<file path="src/rtl/noc_pkg.sv">
// Shared NoC defaults and the output-port FSM encoding.
package noc_pkg;
    localparam int DEF_N_REQ        = 4;
    localparam int DEF_CREDIT_DEPTH = 4;
    localparam int DEF_CNT_W        = 3;

    typedef enum logic {
        IDLE   = 1'b0,
        LOCKED = 1'b1
    } port_state_t;
endpackage

</file>
<file path="src/rtl/rr_select.sv">
// Combinational round-robin pick: first requester after last_idx, with wrap.
module rr_select
    import noc_pkg::*;
#(
    parameter int N_REQ = DEF_N_REQ,
    parameter int IDX_W = (N_REQ > 1) ? $clog2(N_REQ) : 1
) (
    input  logic [N_REQ-1:0] req,
    input  logic [IDX_W-1:0] last_idx,
    output logic [N_REQ-1:0] win_onehot,
    output logic [IDX_W-1:0] win_idx,
    output logic             any
);
    always_comb begin
        logic [IDX_W-1:0] cand;
        win_onehot = '0;
        win_idx    = '0;
        any        = 1'b0;
        cand       = '0;
        for (int k = 1; k <= N_REQ; k++) begin
            cand = IDX_W'((int'(last_idx) + k) % N_REQ);
            if (!any && req[cand]) begin
                any              = 1'b1;
                win_idx          = cand;
                win_onehot[cand] = 1'b1;
            end
        end
    end
endmodule

</file>
<file path="src/rtl/output_port_allocator.sv">
// Wormhole output-port allocator: round-robin packet lock plus credit-based
// flow control toward the downstream buffer.
module output_port_allocator
    import noc_pkg::*;
#(
    parameter  int N_REQ        = DEF_N_REQ,
    parameter  int CREDIT_DEPTH = DEF_CREDIT_DEPTH,
    parameter  int CNT_W        = DEF_CNT_W,
    localparam int IDX_W        = (N_REQ > 1) ? $clog2(N_REQ) : 1
) (
    input  logic             clk,
    input  logic             reset_n,
    input  logic [N_REQ-1:0] req,
    input  logic [N_REQ-1:0] tail,
    input  logic             credit_in,
    output logic [N_REQ-1:0] gnt,
    output logic [IDX_W-1:0] gnt_idx,
    output logic             fwd_valid,
    output logic [CNT_W-1:0] credit_cnt,
    output logic             busy,
    output logic             credit_err
);
    localparam logic [CNT_W-1:0] FULL = CNT_W'(CREDIT_DEPTH);

    port_state_t      state, state_nxt;
    logic [N_REQ-1:0] gnt_q;
    logic [IDX_W-1:0] owner, last_idx;
    logic [N_REQ-1:0] win_onehot;
    logic [IDX_W-1:0] win_idx;
    logic             win_any;
    logic             pkt_done;

    rr_select #(.N_REQ(N_REQ), .IDX_W(IDX_W)) u_rr (
        .req        (req),
        .last_idx   (last_idx),
        .win_onehot (win_onehot),
        .win_idx    (win_idx),
        .any        (win_any)
    );

    always_ff @(posedge clk or negedge reset_n) begin
        if (!reset_n) state <= IDLE;
        else          state <= state_nxt;
    end

    always_comb begin
        state_nxt = state;
        case (state)
            IDLE:    if (win_any)  state_nxt = LOCKED;
            LOCKED:  if (pkt_done) state_nxt = IDLE;
            default: state_nxt = IDLE;
        endcase
    end

    // Arbitration ignores credits; a locked owner with no credit just stalls.
    always_comb begin
        busy      = (state == LOCKED);
        gnt       = gnt_q;
        gnt_idx   = owner;
        fwd_valid = busy && req[owner] && (credit_cnt != '0);
        pkt_done  = fwd_valid && tail[owner];
    end

    always_ff @(posedge clk or negedge reset_n) begin
        if (!reset_n) begin
            gnt_q    <= '0;
            owner    <= '0;
            last_idx <= IDX_W'(N_REQ - 1);
        end else if (state == IDLE && win_any) begin
            gnt_q <= win_onehot;
            owner <= win_idx;
        end else if (pkt_done) begin
            gnt_q    <= '0;
            last_idx <= owner;
        end
    end

    // A forward and a returning credit in the same cycle cancel out.
    always_ff @(posedge clk or negedge reset_n) begin
        if (!reset_n) begin
            credit_cnt <= FULL;
            credit_err <= 1'b0;
        end else if (fwd_valid && !credit_in) begin
            credit_cnt <= credit_cnt - 1'b1;
        end else if (!fwd_valid && credit_in) begin
            if (credit_cnt == FULL) credit_err <= 1'b1;
            else                    credit_cnt <= credit_cnt + 1'b1;
        end
    end
endmodule

</file>
<file path="config.mk">
export PLATFORM = sky130hd
export DESIGN_NAME = output_port_allocator
export DESIGN_NICKNAME = d
export VERILOG_FILES = /design/src/rtl/noc_pkg.sv /design/src/rtl/rr_select.sv /design/src/rtl/output_port_allocator.sv
export SDC_FILE = /design/constraint.sdc
export NUM_CORES = 1
export LEC_CHECK = 0
export CORE_MARGIN = 2
export CORE_UTILIZATION = 41
export DETAILED_ROUTE_END_ITERATION = 8
export GPL_ROUTABILITY_DRIVEN = 0
export PLACE_DENSITY = 0.61
export SLEW_MARGIN = 40
export SYNTH_ARGS = -nofsm -noshare
export SYNTH_HDL_FRONTEND = slang
export SYNTH_HIERARCHICAL = 1
export SYNTH_SLANG_ARGS = --single-unit
</file>
<file path="constraint.sdc">
create_clock -name clk -period 8.1 [get_ports clk]
set_input_delay 1.215 -clock clk [delete_from_list [all_inputs] [get_ports clk]]
set_output_delay 1.215 -clock clk [all_outputs]
set_load 0.1 [all_outputs]
</file>
==> flow_metrics.py, run 1 <==
metrics = {
    "global_routing": {
        "grt_max_degree": 22,
        "grt_pass1_wl_mm": 5.03,
        "grt_pass1_vias": 1127,
        "grt_usage_pct": 18.0,
        "antenna_found_initial": 0,
        "grt-ovfl-total": 0,
    },
    "floorplan": {
        "fp-row-count": 20,
        "die_h_um": 60.6,
        "ioPinCount": 23,
        "core_um2": 3050,
        "die_w_um": 60.6,
        "initial_core_util_pct": 43.0,
        "dieArea_um2": 3670,
    },
    "synthesis": {
        "yosys.area.top_type_share_pct": 19.0,
        "avgSynthCellArea_um2": 8.70,
        "async_reset_ff_share_pct": 100,
        "syn_inst": 151,
        "synth_top_cells_by_area": "dfrtp_1, ha_1, nand2_1",
        "ys_seq_elements": 13,
        "yosysWarnings": 6,
        "syn_nets": 173,
        "synth_most_common_cell": "nand2_1",
        "yosysSeqAreaShare_pct": 25.0,
        "synth_cell_types": 42,
        "synth-edff-count": 0,
        "syn_area_um2": 1310,
        "synth-main-ff-cell": "dfrtp_1",
        "synthTopCellsByCount": "nand2_1, inv_1, dfrtp_1, ha_1, nor2_1",
        "synth_top_cell_by_area": "dfrtp_1",
    },
    "routing": {
        "ant_nets": 0,
        "avgRoutedWirePerCell_um": 14.2,
        "route.detailed.drc": 0,
        "drt-pass1-iter-count": 5,
        "drt-vias-per-instance": 5.68,
        "routed_wl_mm": 3.00,
        "drt_iter0_markers": 44,
        "num_vias": 1205,
    },
    "worst_hold_path": {
        "hold_depth": 1,
        "hp-start": "credit_err",
        "min_to": "credit_err",
        "hp-class": "reg -> reg",
    },
    "run": {
        "maxCapViolations": 0,
    },
    "clock_network": {
        "cts_resized": 0,
        "root_buffer": "clkbuf_4",
        "clock_latency_ns": 0.27,
        "clock_tree.buffer_depth": 2,
        "numCtsBuffers": 3,
        "cts_sinks": 13,
        "cts_tree": "done",
        "h-tree-depth": 1,
        "postCtsSetupBuffers": 0,
        "cts_hold_buf": 0,
        "clk_pin_slew_worst_paths_ns": 0.08,
    },
    "timing": {
        "slew_viol_final": 0,
        "worst_pin_slew_ns": 0.576,
        "finalSetupTns_ns": 0,
        "skew_ns": 0.00812,
        "setup_violations": 0,
        "hold_viol": 0,
        "fin_crit_ns": 4.10,
        "relSlewSlack_pct": 60.5,
        "rsz0062_at_grt": "false",
        "fmax_mhz": 244,
        "post-route-period-util_pct": 50.6,
    },
    "critical_path": {
        "r2r_end": "gnt[2]",
        "cp_data_required_time_ns": 6.88,
        "start_kind": "input pin",
        "arrival_ns": 2.88,
        "critPathKind": "in -> out",
        "worstPathMaxFanout": 13,
        "r2r-start": "last_idx[0]",
        "rrSetupSlack_ns": 5.18,
        "end_kind": "output pin",
        "reg2reg_depth": 8,
    },
    "finish": {
        "final_nets": 191,
        "drive_gt1_share_pct": 16.7,
        "antenna_cells": 0,
        "synthToLayoutAreaGrowth_pct": 13.8,
    },
    "run_status": {
        "status": "finished, final reports clean",
    },
    "placement": {
        "port-buffer-count": 22,
        "post-dp-hpwl_mm": 2.26,
    },
}
[worst max-delay path by stage]
stage,slack (ns),end,cells past startpoint,startpoint
finish,4.00,fwd_valid,5,req[0]
global route,3.89,fwd_valid,5,req[0]
detailed placement,4.02,fwd_valid,5,req[0]
floorplan,4.47,credit_cnt[2],9,req[1]
CTS,4.02,fwd_valid,5,req[0]
global placement,3.36,fwd_valid,5,req[0]
[placed cells by master, fill, tap and decap left out, types with 2 or more instances in the layout]
cell and instances:
inv_1 14, a31oi_1 6, nand3b_1 2, nand2_1 22
nand2b_1 3, or3_1 4, dfstp_2 3, nor2_1 8
mux4_2 3, dfrtp_1 10, mux2_4 2, buf_2 12
clkbuf_4 3, clkdlybuf4s50_1 10, a2111o_1 4, ha_1 10
a21oi_1 7, o21ai_0 7, or3b_2 2, a211oi_1 3
nand4_1 6, o31ai_1 4, mux2i_1 3
[stage by stage]
| step | cell area (µm²) | util [%] | std cells | hold slack (ns) | setup slack, ns |
|---|---|---|---|---|---|
| 6_report | 1500 | 49.0 | 212 | 0.478 | 4.00 |
| 5_1_grt | 1500 | 49.0 | 212 | 0.503 | 3.89 |
| 4_1_cts | 1500 | 49.0 | 212 | 0.479 | 4.02 |
| 3_5_place_dp | 1470 | 48.1 | 208 | 0.458 | 4.02 |
| 3_3_place_gp | 1530 | 50.1 | 208 | 0.457 | 3.36 |
| 2_1_floorplan | 1310 | - | 151 | 0.650 | 4.47 |
[flip-flops by register name (all words and copies together), names as in the netlist]
name	flops
credit_err	1
busy	1
last_idx	2
credit_cnt	3
gnt_idx	2
gnt	4
[area by class of cell]
class	instances	area, µm²
clock buffers	4	26.3
fillers	324	1560
inverters	14	52.6
multi-input cells	115	872
flip-flops and latches	13	329
well taps	44	55.1
repair buffers	22	160
[per-layer routing]
metal / vias up / wire length (µm) / GRT usage [%] / share of wire [%]
li1: 592 / - / - / -
met1: 569 / 1420 / 25.3 / 47
met2: 42 / 1390 / 29.0 / 46
met3: 2 / 181 / 4.48 / 6.0
met4: 0 / 16 / 1.86 / 0.53
met5: - / 0 / 0 / 0
[kinds of logic after synthesis]
family	synth area share, %
multiplexers	12.6
AND/OR/NAND/NOR	21.0
buffers and inverters	8.57
AO/OA/AOI/OAI	21.0
flip-flops	25.0
XOR/XNOR	0.667
adder cells (fa/ha/maj)	11.0
[critical path, stage by stage]
cell and delay (ns):
clkdlybuf4s50_1 0.71, mux4_2 0.32, nand3b_1 0.11, inv_1 0.10, buf_2 0.42
Power of run 1 is left out: the tool's default activity adds up to more than one toggle a clock period on the data nets, which glitch-free logic cannot reach.
==> run 2, diff against run 1 <==
- PLACE_DENSITY: 0.61 -> 0.63
- clock period: 8.1 -> 3.5 ns (I/O delays scaled with it)
==> flow_metrics.py, run 2 (same netlist as run 1, synthesis figures left out) <==
metrics = {
    "run_status": {
        "status": "finished, final reports clean",
    },
    "clock_network": {
        "cts_hold_buf": 0,
        "postCtsSetupBuffers": 0,
        "cts_sinks": 13,
        "numCtsBuffers": 3,
        "clk_pin_slew_worst_paths_ns": 0.08,
        "clock_tree.buffer_depth": 2,
        "clock_latency_ns": 0.27,
        "cts_tree": "done",
        "h-tree-depth": 1,
        "cts_resized": 0,
        "root_buffer": "clkbuf_4",
    },
    "routing": {
        "num_vias": 1229,
        "avgRoutedWirePerCell_um": 14.5,
        "routed_wl_mm": 3.10,
        "drt-vias-per-instance": 5.74,
        "drt_iter0_markers": 26,
        "drt-pass1-iter-count": 4,
        "route.detailed.drc": 0,
        "ant_nets": 0,
    },
    "worst_hold_path": {
        "hp-class": "reg -> reg",
        "hold_depth": 1,
    },
    "finish": {
        "fillers": 329,
        "mostFrequentLayoutCell": "nand2_1",
        "drive_gt1_share_pct": 18.8,
        "final_nets": 193,
        "synthToLayoutAreaGrowth_pct": 15.3,
        "largest_register_ffs": 4,
        "antenna_cells": 0,
        "layout_common_cells": "nand2_1, inv_1, buf_2, ha_1, clkdlybuf4s50_1",
    },
    "placement": {
        "port-buffer-count": 22,
        "post-dp-hpwl_mm": 2.29,
    },
    "critical_path": {
        "worstSetupStartpoint": "req[2]",
        "crit_path_frequent_cell": "inv_1",
        "critPathKind": "in -> reg",
        "end_kind": "flip-flop",
        "crit_slowest_cell": "clkdlybuf4s50_1",
        "r2r-start": "last_idx[1]",
        "worstPathMaxFanout": 13,
        "endpoint": "credit_cnt[2]",
        "slowest_delay_ns": 0.69,
        "crit_family": "buffers and inverters",
        "cp_num_buf_inv": 3,
        "cp_data_required_time_ns": 3.70,
        "r2r_end": "gnt[2]",
        "path_cells": "clkdlybuf4s50_1 > mux4_2 > nand3b_1 > inv_1 > ha_1 > inv_1 > fa_1 > or2_2 > o21ai_0 > a31oi_1",
        "reg2reg_depth": 8,
        "rrSetupSlack_ns": 0.69,
        "arrival_ns": 3.01,
        "path_depth": 10,
        "start_kind": "input pin",
    },
    "timing": {
        "fmax_mhz": 356,
        "fin_crit_ns": 2.81,
        "whs_ns": 0.471,
        "slew_viol_final": 0,
        "setup_violations": 0,
        "relSlewSlack_pct": 59.7,
        "worst_pin_slew_ns": 0.603,
        "hold_viol": 0,
        "skew_ns": 0.000665,
        "finalSetupTns_ns": 0,
        "rsz0062_at_grt": "false",
        "post-route-period-util_pct": 80.2,
    },
    "global_routing": {
        "grt_pass1_vias": 1063,
        "grt_max_degree": 21,
        "grt-ovfl-total": 0,
        "grt_pass1_wl_mm": 5.12,
        "antenna_found_initial": 0,
        "grt_usage_pct": 18.4,
    },
    "floorplan": {
        "ioPinCount": 23,
        "initial_core_util_pct": 43.0,
        "die_w_um": 60.6,
        "dieArea_um2": 3670,
        "fp-row-count": 20,
        "die_h_um": 60.6,
        "core_um2": 3050,
    },
    "run": {
        "maxCapViolations": 0,
    },
}
==> run 2: worst min-delay path by stage <==
| stage | startpoint | end | slack, ns |
|---|---|---|---|
| 2_1_floorplan | reset_n | busy | 0.23 |
| 3_3_place_gp | credit_err | credit_err | 0.45 |
| 3_5_place_dp | credit_err | credit_err | 0.45 |
| 4_1_cts | credit_err | credit_err | 0.47 |
| 5_1_grt | credit_err | credit_err | 0.50 |
| 6_report | credit_err | credit_err | 0.47 |
==> run 2: per-stage QoR <==
stage                     area (µm²)  util [%]  worst slack, ns  cells
after global placement          1540      50.6            0.543    210
after global routing            1520      49.6            0.447    214
after floorplan                 1320         -            0.109    151
final                           1520      49.6            0.691    214
after CTS                       1520      49.6            0.705    214
after detailed placement        1490      48.8            0.407    210
==> run 2: per-layer routing <==
layer | global-route usage [%] | part of all wire (%) | up-vias | wire length [µm]
met5 | 0 | 0 | - | 0
met1 | 27.6 | 49 | 596 | 1530
met3 | 4.90 | 5.1 | 2 | 157
met4 | 1.86 | 0.29 | 0 | 9
li1 | - | - | 592 | -
met2 | 27.8 | 45 | 39 | 1400
==> run 2: area by class of cell <==
cell class / instances / area [µm²] / area share [%]
multi-input combinational: 115 / 872 / 57.6
sequential: 13 / 332 / 21.9
timing repair buffer: 24 / 178 / 11.7
tap: 44 / 55.1 / 3.63
inverter: 14 / 52.6 / 3.47
clock buffer: 4 / 26.3 / 1.73
==> run 2: worst reg2reg max path, delay by kind of cell (launching register included) <==
family          cells  cell delay, ns
flops               1            0.68
compound gates      3            0.56
fa+ha+maj           1            0.55
simple gates        2            0.47
buf+inv             2            0.42
Power of run 2 is left out for the same reason.
